$ cat src/rtl/minmax_pkg.sv
// minmax_pkg: shared types, reset constants and counter helper
// for the minmax_tracker4 streaming extreme tracker.
package minmax_pkg;

   typedef enum logic {
      EMPTY    = 1'b0,
      TRACKING = 1'b1
   } state_e;

   localparam logic [3:0] MAX_RST = 4'h0;
   localparam logic [3:0] MIN_RST = 4'hF;

   // Counters are at most 16 bits wide. Callers zero-extend into this
   // width and truncate the result. Because v < lim <= 16'hFFFF whenever
   // the add happens, the +1 cannot carry out.
   function automatic logic [15:0] sat_inc(
      input logic [15:0] v,
      input logic [15:0] lim
   );
      return (v >= lim) ? lim : v + 16'd1;
   endfunction

endpackage

$ cat src/rtl/minmax_tracker4_if.sv
// minmax_tracker4_if: sample stream in, tracked extremes and counts out.
// The master drives samples; the slave is the tracker.
interface minmax_tracker4_if #(
   parameter int CNT_W = 8
);
   logic             in_valid;
   logic [3:0]       in_data;
   logic             seeded;
   logic [3:0]       max_out;
   logic [3:0]       min_out;
   logic [CNT_W-1:0] max_cnt;
   logic [CNT_W-1:0] min_cnt;
   logic [CNT_W-1:0] sample_cnt;
   logic             new_max;
   logic             new_min;

   modport master (
      output in_valid, in_data,
      input  seeded, max_out, min_out,
      input  max_cnt, min_cnt, sample_cnt,
      input  new_max, new_min
   );

   modport slave (
      input  in_valid, in_data,
      output seeded, max_out, min_out,
      output max_cnt, min_cnt, sample_cnt,
      output new_max, new_min
   );
endinterface

$ cat src/rtl/cmp4_flags.sv
// cmp4_flags: combinational 4-bit unsigned compare, one-hot gt/eq/lt.
module cmp4_flags (
   input  logic [3:0] a,
   input  logic [3:0] b,
   output logic       gt,
   output logic       eq,
   output logic       lt
);
   assign gt = (a > b);
   assign eq = (a == b);
   assign lt = (a < b);
endmodule

$ cat src/rtl/minmax_tracker4.sv
// minmax_tracker4: running max/min of a 4-bit sample stream with
// saturating hit counts and a saturating sample count.
module minmax_tracker4
   import minmax_pkg::*;
#(
   parameter int CNT_W = 8
) (
   input logic               clk,
   input logic               rst,
   input logic               clr,
   minmax_tracker4_if.slave  bus
);

   localparam logic [15:0] CNT_LIM =
      16'((32'd1 << CNT_W) - 32'd1);
   localparam logic [CNT_W-1:0] CNT_ONE = CNT_W'(1);

   state_e state_q, state_d;

   logic [3:0]       max_q, max_d;
   logic [3:0]       min_q, min_d;
   logic [CNT_W-1:0] max_cnt_q, max_cnt_d;
   logic [CNT_W-1:0] min_cnt_q, min_cnt_d;
   logic [CNT_W-1:0] smp_cnt_q, smp_cnt_d;
   logic             new_max_q, new_max_d;
   logic             new_min_q, new_min_d;

   logic max_gt, max_eq, max_lt;
   logic min_gt, min_eq, min_lt;

   cmp4_flags u_cmp_max (
      .a  (bus.in_data),
      .b  (max_q),
      .gt (max_gt),
      .eq (max_eq),
      .lt (max_lt)
   );

   cmp4_flags u_cmp_min (
      .a  (bus.in_data),
      .b  (min_q),
      .gt (min_gt),
      .eq (min_eq),
      .lt (min_lt)
   );

   always_ff @(posedge clk) begin
      if (rst || clr) begin
         state_q <= EMPTY;
      end else begin
         state_q <= state_d;
      end
   end

   always_comb begin
      state_d = state_q;
      unique case (state_q)
         EMPTY:    if (bus.in_valid) state_d = TRACKING;
         TRACKING: state_d = TRACKING;
         default:  state_d = EMPTY;
      endcase
   end

   always_comb begin
      max_d     = max_q;
      min_d     = min_q;
      max_cnt_d = max_cnt_q;
      min_cnt_d = min_cnt_q;
      smp_cnt_d = smp_cnt_q;
      new_max_d = 1'b0;
      new_min_d = 1'b0;

      if (bus.in_valid) begin
         smp_cnt_d = CNT_W'(sat_inc(16'(smp_cnt_q), CNT_LIM));

         if (state_q == EMPTY) begin
            max_d     = bus.in_data;
            min_d     = bus.in_data;
            max_cnt_d = CNT_ONE;
            min_cnt_d = CNT_ONE;
            new_max_d = 1'b1;
            new_min_d = 1'b1;
         end else begin
            unique case (1'b1)
               max_gt: begin
                  max_d     = bus.in_data;
                  max_cnt_d = CNT_ONE;
                  new_max_d = 1'b1;
               end
               max_eq: max_cnt_d =
                  CNT_W'(sat_inc(16'(max_cnt_q), CNT_LIM));
               max_lt: ;
               default: ;
            endcase

            unique case (1'b1)
               min_lt: begin
                  min_d     = bus.in_data;
                  min_cnt_d = CNT_ONE;
                  new_min_d = 1'b1;
               end
               min_eq: min_cnt_d =
                  CNT_W'(sat_inc(16'(min_cnt_q), CNT_LIM));
               min_gt: ;
               default: ;
            endcase
         end
      end
   end

   always_ff @(posedge clk) begin
      if (rst || clr) begin
         max_q     <= MAX_RST;
         min_q     <= MIN_RST;
         max_cnt_q <= '0;
         min_cnt_q <= '0;
         smp_cnt_q <= '0;
         new_max_q <= 1'b0;
         new_min_q <= 1'b0;
      end else begin
         max_q     <= max_d;
         min_q     <= min_d;
         max_cnt_q <= max_cnt_d;
         min_cnt_q <= min_cnt_d;
         smp_cnt_q <= smp_cnt_d;
         new_max_q <= new_max_d;
         new_min_q <= new_min_d;
      end
   end

   assign bus.seeded     = (state_q == TRACKING);
   assign bus.max_out    = max_q;
   assign bus.min_out    = min_q;
   assign bus.max_cnt    = max_cnt_q;
   assign bus.min_cnt    = min_cnt_q;
   assign bus.sample_cnt = smp_cnt_q;
   assign bus.new_max    = new_max_q;
   assign bus.new_min    = new_min_q;

endmodule
$ cat src/flat_wrapper.sv
// flat-port wrapper written by rule: the top's interface ports become plain ports
module minmax_tracker4_flat import minmax_pkg::*;
#(
   parameter int CNT_W = 8
)
  (clk, rst, clr, bus_in_valid, bus_in_data, bus_seeded, bus_max_out, bus_min_out, bus_max_cnt, bus_min_cnt, bus_sample_cnt, bus_new_max, bus_new_min);
  minmax_tracker4_if #(.CNT_W(CNT_W)) bus_i ();
  input logic clk;
  input logic rst;
  input logic clr;
  input wire logic [$bits(bus_i.in_valid)-1:0] bus_in_valid;
  input wire logic [$bits(bus_i.in_data)-1:0] bus_in_data;
  output wire logic [$bits(bus_i.seeded)-1:0] bus_seeded;
  output wire logic [$bits(bus_i.max_out)-1:0] bus_max_out;
  output wire logic [$bits(bus_i.min_out)-1:0] bus_min_out;
  output wire logic [$bits(bus_i.max_cnt)-1:0] bus_max_cnt;
  output wire logic [$bits(bus_i.min_cnt)-1:0] bus_min_cnt;
  output wire logic [$bits(bus_i.sample_cnt)-1:0] bus_sample_cnt;
  output wire logic [$bits(bus_i.new_max)-1:0] bus_new_max;
  output wire logic [$bits(bus_i.new_min)-1:0] bus_new_min;
  assign bus_i.in_valid = bus_in_valid;
  assign bus_i.in_data = bus_in_data;
  assign bus_seeded = bus_i.seeded;
  assign bus_max_out = bus_i.max_out;
  assign bus_min_out = bus_i.min_out;
  assign bus_max_cnt = bus_i.max_cnt;
  assign bus_min_cnt = bus_i.min_cnt;
  assign bus_sample_cnt = bus_i.sample_cnt;
  assign bus_new_max = bus_i.new_max;
  assign bus_new_min = bus_i.new_min;
  minmax_tracker4 #(.CNT_W(CNT_W)) u_core (.clk(clk), .rst(rst), .clr(clr), .bus(bus_i));
endmodule
$ cat config.mk
export PLATFORM = sky130hd
export DESIGN_NAME = minmax_tracker4_flat
export DESIGN_NICKNAME = d
export VERILOG_FILES = /design/src/rtl/minmax_pkg.sv /design/src/rtl/minmax_tracker4_if.sv /design/src/rtl/cmp4_flags.sv /design/src/rtl/minmax_tracker4.sv /design/src/flat_wrapper.sv
export SDC_FILE = /design/constraint.sdc
export NUM_CORES = 1
export LEC_CHECK = 0
export BUFFER_PORTS_ARGS = -buffer_cell sky130_fd_sc_hd__buf_4
export CELL_PAD_IN_SITES_DETAIL_PLACEMENT = 2
export CELL_PAD_IN_SITES_GLOBAL_PLACEMENT = 2
export CORE_MARGIN = 3
export CORE_UTILIZATION = 28
export DETAILED_ROUTE_END_ITERATION = 10
export PLACE_DENSITY_LB_ADDON = 0.2
export SYNTH_ARGS = -nofsm -noshare
export SYNTH_HDL_FRONTEND = slang
export SYNTH_SLANG_ARGS = --single-unit
export TNS_END_PERCENT = 20
$ cat constraint.sdc
create_clock -name clk -period 1.8 [get_ports clk]
set_clock_uncertainty 0.2 [all_clocks]
set_input_delay 0.36 -clock clk [delete_from_list [all_inputs] [get_ports clk]]
set_output_delay 0.36 -clock clk [all_outputs]
set_load 0.1 [all_outputs]
# ---- Word level (Yosys, flattened, before mapping)
# Index checks and enable logic that the tools add are counted.
dict set report word_totals {
  reg_bits 35
  wordCells 47
}
dict set report op_classes {
  n_eq_ne 6
  magnitude_cmp 5
  add_sub_neg 3
  reduce_logical 6
  bitwise_logic 2
  n_mux 17
}
# operator n
set op_table {}
lappend op_table {{$mux W8} 5}
lappend op_table {{$pmux W8 S2} 2}
lappend op_table {{$add A8 B1 Y8 const B} 3}
lappend op_table {{$ge A8 B8 Y1 const B} 3}
lappend op_table {{$mux W4} 4}
lappend op_table {{$eq A4 B4 Y1} 2}
lappend op_table {{$reduce_and A2 Y1} 4}
lappend op_table {{$ne A3 B3 Y1 const B} 2}
lappend op_table {{$mux W1} 5}
lappend op_table {{$gt A4 B4 Y1} 1}
lappend op_table {{$lt A4 B4 Y1} 1}
lappend op_table {{$ne A2 B2 Y1 const B} 2}
lappend op_table {{$not A1 Y1} 2}
lappend op_table {{$pmux W1 S2} 1}
lappend op_table {{$reduce_or A2 Y1} 1}
lappend op_table {{$logic_or A1 B1 Y1} 1}

# ---- Logic depth before layout (Yosys ltp)
dict set report logic_depth {
  depth_word 4
  mapped_depth 8
}

# ---- Cells and area by module
# A second synthesis with hierarchy kept.
dict set report unflattened {
  hier_cells 219
  area_unflattened_um2 1865.5
}
# mod cells_each area_each_um2 n_inst seq_area_each_um2
set by_module_without_submodules {}
lappend by_module_without_submodules {minmax_tracker4 187 1607.8 1 700.7}
lappend by_module_without_submodules {cmp4_flags 16 128.9 2 0.0}

# ---- Least setup slack after synthesis
# No wires, ideal clock.
dict set report synth_timing {
  path_type {reg2reg}
  from {register u_core.max_q[2], in the netlist u_core.bus.max_out[2]}
  to {register u_core.max_q[0], in the netlist u_core.bus.max_out[0]}
  path_buffers 1
  setup_time_ns 0.128
  path_stages_with_launch 9
  arrival_time_ns 2.384
  period_less_slack_ns 2.712
  path_slack_ns -0.912
  required_ns 1.472
  cell_sequence {dfxtp_1 inv_1 ha_1 a21o_1 a211o_1 o211a_1 buf_2 mux2i_1 nor2_1}
}
dict set report synth_via {
  elab_chain_cells 3
}
# item line_no
set synth_rtl {}
lappend synth_rtl {{from (decl)} minmax_tracker4.sv:20} ;# logic [3:0] max_q, max_d;
lappend synth_rtl {{from (signal assigned)} minmax_tracker4.sv:121} ;# max_q <= max_d;
lappend synth_rtl {{$gt A4 B4 Y1} cmp4_flags.sv:9} ;# assign gt = (a > b);
lappend synth_rtl {{$ne A2 B2 Y1 (no line)} -}
lappend synth_rtl {{$reduce_and A2 Y1 (no line)} -}
# No other way between the ends.
# A chain may end at the register's enable or synchronous reset.

# ---- Worst setup path after layout
dict set report layout_timing {
  from {register u_core.min_q[1], in the netlist u_core.bus.min_out[1]}
  to {register u_core.min_cnt_q[6], in the netlist u_core.bus.min_cnt[6]}
}
dict set report layout_via {
  elab_chain_cells 3
}
# item line_no
set layout_rtl {}
lappend layout_rtl {{from (decl)} minmax_tracker4.sv:21} ;# logic [3:0] min_q, min_d;
lappend layout_rtl {{from (signal assigned)} minmax_tracker4.sv:122} ;# min_q <= min_d;
lappend layout_rtl {{$lt A4 B4 Y1 or $eq A4 B4 Y1 (tied branches)} {cmp4_flags.sv:11, cmp4_flags.sv:10}}
lappend layout_rtl {{$pmux W8 S2 or $ne A3 B3 Y1 (tied branches)} -}
lappend layout_rtl {{$mux W8 or $reduce_and A2 Y1 (tied branches)} -}
lappend layout_rtl {{to (signal assigned)} minmax_tracker4.sv:124} ;# min_cnt_q <= min_cnt_d;
lappend layout_rtl {{to (decl)} minmax_tracker4.sv:23} ;# logic [CNT_W-1:0] min_cnt_q, min_cnt_d;
# Several ways; a longest one is shown, not always the timed one.

==> results.json <==
{
  "status": "complete, but fails checks",
  "violations": "negative setup slack",
  "drc": 0,
  "cts_max_level": 2,
  "max_freq_mhz": 515,
  "syn-num-nets": 238,
  "dieArea_um2": 7700,
  "die_w_um": 87.7,
  "post-place-ws_ns": -0.437,
  "worst_slew_pin_slew_ns": 0.342,
  "numPortBuffers": 42,
  "syn_to_final_growth_pct": 49.4,
  "final_antenna_net_count": 0,
  "track_usage_pct": 17.8,
  "relSlewSlack_pct": 77.1,
  "grt_pass1_wl_um": 10800,
  "post_drt_via_cell_ratio": 5.34,
  "p_leak_nw": 1.15,
  "cts-root-buf": "clkbuf_8",
  "async_flop_share_pct": 0,
  "period_minus_slack_ns": 1.94,
  "ys_top_cells_by_area": "dfxtp_1, ha_1, nand3_1, o21ai_0, a21oi_1",
  "setup-tns-final_ns": -1.76,
  "gp_congestion": 0.739,
  "drt_iter0_drc": 41,
  "syn_area_um2": 1870,
  "synth_top_area_share_pct": 37.5,
  "numCtsBuffers": 5,
  "first_pass_iters": 4,
  "hold_violations": 0,
  "synth_top_cell_by_area": "dfxtp_1",
  "crit_family": "compound AO/OA/AOI/OAI gates",
  "cts_tree": "built",
  "cp.arrival_ns": 1.95,
  "cts_buffer_depth": 2,
  "hold_start": "bus_in_data[1]",
  "diodes": 0,
  "required_ns": 1.81,
  "r2r-end": "u_core.bus.min_cnt[6]$_SDFFE_PP0P_",
  "crit_type": "flop to flop",
  "path_cells": "inv_2 > ha_4 > nor2b_4 > o211a_4 > o31ai_4 > buf_4 > a31oi_4 > a211oi_2",
  "post-dp-hpwl_um": 4670,
  "num_io_pins": 43,
  "hold_class": "input pin to flop",
  "holdPathEnd": "u_core.bus.max_out[1]$_SDFFE_PP0P_",
  "reg2reg_from": "u_core.bus.min_out[1]$_SDFFE_PP1P_",
  "ir_drop_mv": 0.311,
  "ys_seq_area_share_pct": 37.5,
  "cp_slowest_cell": "dfxtp_4",
  "clock-sinks": 35,
  "drv_cap": 0,
  "syn_inst": 219,
  "grt_pass1_vias": 2095,
  "ys_types": 48,
  "setup_violations": 24,
  "routed_wl_um": 6490,
  "synth_edf_count": 0,
  "grt_remaining_overflow": 0,
  "fin_ws_ns": -0.143,
  "die_h_um": 87.7,
  "finalCritPeriodShare_pct": 108,
  "antenna_found_initial": 0,
  "yosysWarnings": 0,
  "core_area_um2": 6420,
  "cpPeakStageDelay_ns": 0.35,
  "finalMaxSlewViolations": 0,
  "nets": 309,
  "cp_max_fo": 3,
  "r2r_slack_ns": -0.14,
  "synth-main-ff-cell": "dfxtp_1",
  "ys_ff_latch": 35,
  "rsz0062_at_grt": "true",
  "postSynthAreaPerCell_um2": 8.54,
  "cp-end-kind": "flop",
  "cellPowerDensity_nw_per_um2": 622,
  "row_count": 29,
  "clk_latency_ns": 0.29,
  "start_util_pct": 29.1,
  "routedWlPerCell_um": 17.6,
  "routed-via-count": 1966,
  "ctsHoldBuffers": 0,
  "grt_max_degree": 12,
  "finalCoreUtilization_pct": 43.5,
  "cp-start-kind": "flop",
  "min_path_cells": 3,
  "layout-drive-gt1-share_pct": 50.5,
  "critPathBufInv": 2,
  "rr_worst_depth": 8,
  "clk_pin_slew_ns": 0.08
}
-- where the power goes --
| part | leakage, nW | internal (mW) | switching [mW] |
|---|---|---|---|
| logic | 0.806 | 0.133 | 0.237 |
| registers | 0.295 | 0.781 | 0.0149 |
| clock network | 0.0477 | 0.265 | 0.307 |
| total | 1.15 | 1.18 | 0.559 |
-- worst reg2reg max path, delay by kind of cell (launching register included) --
family	cells	cell delay, ns
AOI/OAI and AO/OA	4	0.75
adders and majority gates	1	0.19
buffers and inverters	2	0.27
DFF	1	0.35
and+or+nand+nor	1	0.12
-- cells in the mapped netlist, types with 2 or more instances --
library cell  count
a211o_1           2
a211oi_1          5
a21oi_1          15
a311oi_1          2
a31o_2            2
a31oi_1           3
a32o_1            3
and2_1            2
and3_1            8
and4_1            2
buf_1             2
buf_2             2
clkbuf_1          3
dfxtp_1          35
ha_1             11
inv_1            15
inv_2             2
mux2i_1           5
nand2_1          11
nand2b_1          3
nand3_1          17
nand4_1           6
nor2_1           15
nor2b_1           2
nor3_1            3
o211a_1           2
o21a_1            2
o21ai_0          16
o21ai_1           2
o31ai_1           3
-- registers in the layout (all words and copies together), names as in the netlist --
signal / cells
u_core.bus.min_out: 4
u_core.bus.sample_cnt: 8
u_core.bus.max_cnt: 8
u_core.bus.min_cnt: 8
u_core.bus.new_min: 1
u_core.bus.seeded: 1
u_core.bus.max_out: 4
u_core.bus.new_max: 1
-- cell usage in the layout, fill, tap and decap left out, types with 5 or more instances in the layout --
cell type,count
nor2_1,15
dfxtp_2,15
ha_1,5
a21oi_1,12
clkbuf_8,5
mux2i_1,5
inv_2,6
inv_1,11
nand4_1,6
and3_1,8
o21ai_0,14
buf_4,71
nand3_1,14
nand2_1,11
dfxtp_4,9
ha_4,5
dfxtp_1,11
-- logic make-up after synthesis --
kind of cell	Yosys count	share of synthesized area, %
and+or+nand+nor	73	20.5
buffers and inverters	26	5.82
xor gates and xnor gates	2	0.937
muxes	5	2.68
DFF	35	37.5
adders and majority gates	11	7.36
AOI/OAI and AO/OA	67	25.2
-- layout make-up --
class	count	area, um^2
fill	735	3630
multi-input combinational	158	1240
sequential	35	753
timing repair buffer	73	556
tap	77	96.3
clock buffer	5	68.8
inverter	17	63.8
clock inverter	3	15.0
-- metal layers --
layer	global-route usage (%)	wire, um	vias up
met1	23.3	2970	975
li1	-	-	950
met3	3.48	227	8
met2	29.6	3200	33
met5	0	0	-
met4	5.02	89	0
-- metrics by stage --
step / hold slack (ns) / cell area [um^2] / instances / power (mW)
floorplan: 0.306 / 2020 / 219 / 1.04
global placement: 0.290 / 2590 / 357 / 1.14
detailed placement: 0.302 / 2590 / 357 / 1.15
CTS: 0.177 / 2750 / 368 / 1.75
global route: 0.203 / 2800 / 368 / 1.83
finish: 0.177 / 2800 / 368 / 1.74
-- what timing repair did --
item | CTS | global route
cloned | 0 | 0
pin swaps | 8 | 6
gates resized for setup | 11 | 12
setup buffers | 3 | 0
setup endpoints to repair | 24 | 25
-- worst max path at each step --
stage,start,slack (ns),endpoint,cells after the start
2_1_floorplan,u_core.bus.max_out[2]$_SDFFE_PP0P_,-0.26,u_core.bus.max_out[0]$_SDFFE_PP0P_,8
3_3_place_gp,bus_in_data[3],-0.35,u_core.bus.max_cnt[3]$_SDFFE_PP0P_,7
3_5_place_dp,bus_in_data[3],-0.44,u_core.bus.max_cnt[5]$_SDFFE_PP0P_,7
4_1_cts,u_core.bus.max_out[2]$_SDFFE_PP0P_,-0.16,u_core.bus.max_cnt[7]$_SDFFE_PP0P_,7
5_1_grt,u_core.bus.min_out[1]$_SDFFE_PP1P_,-0.24,u_core.bus.min_cnt[6]$_SDFFE_PP0P_,8
6_report,u_core.bus.min_out[1]$_SDFFE_PP1P_,-0.14,u_core.bus.min_cnt[6]$_SDFFE_PP0P_,8
(Power assumes the default switching activity.)
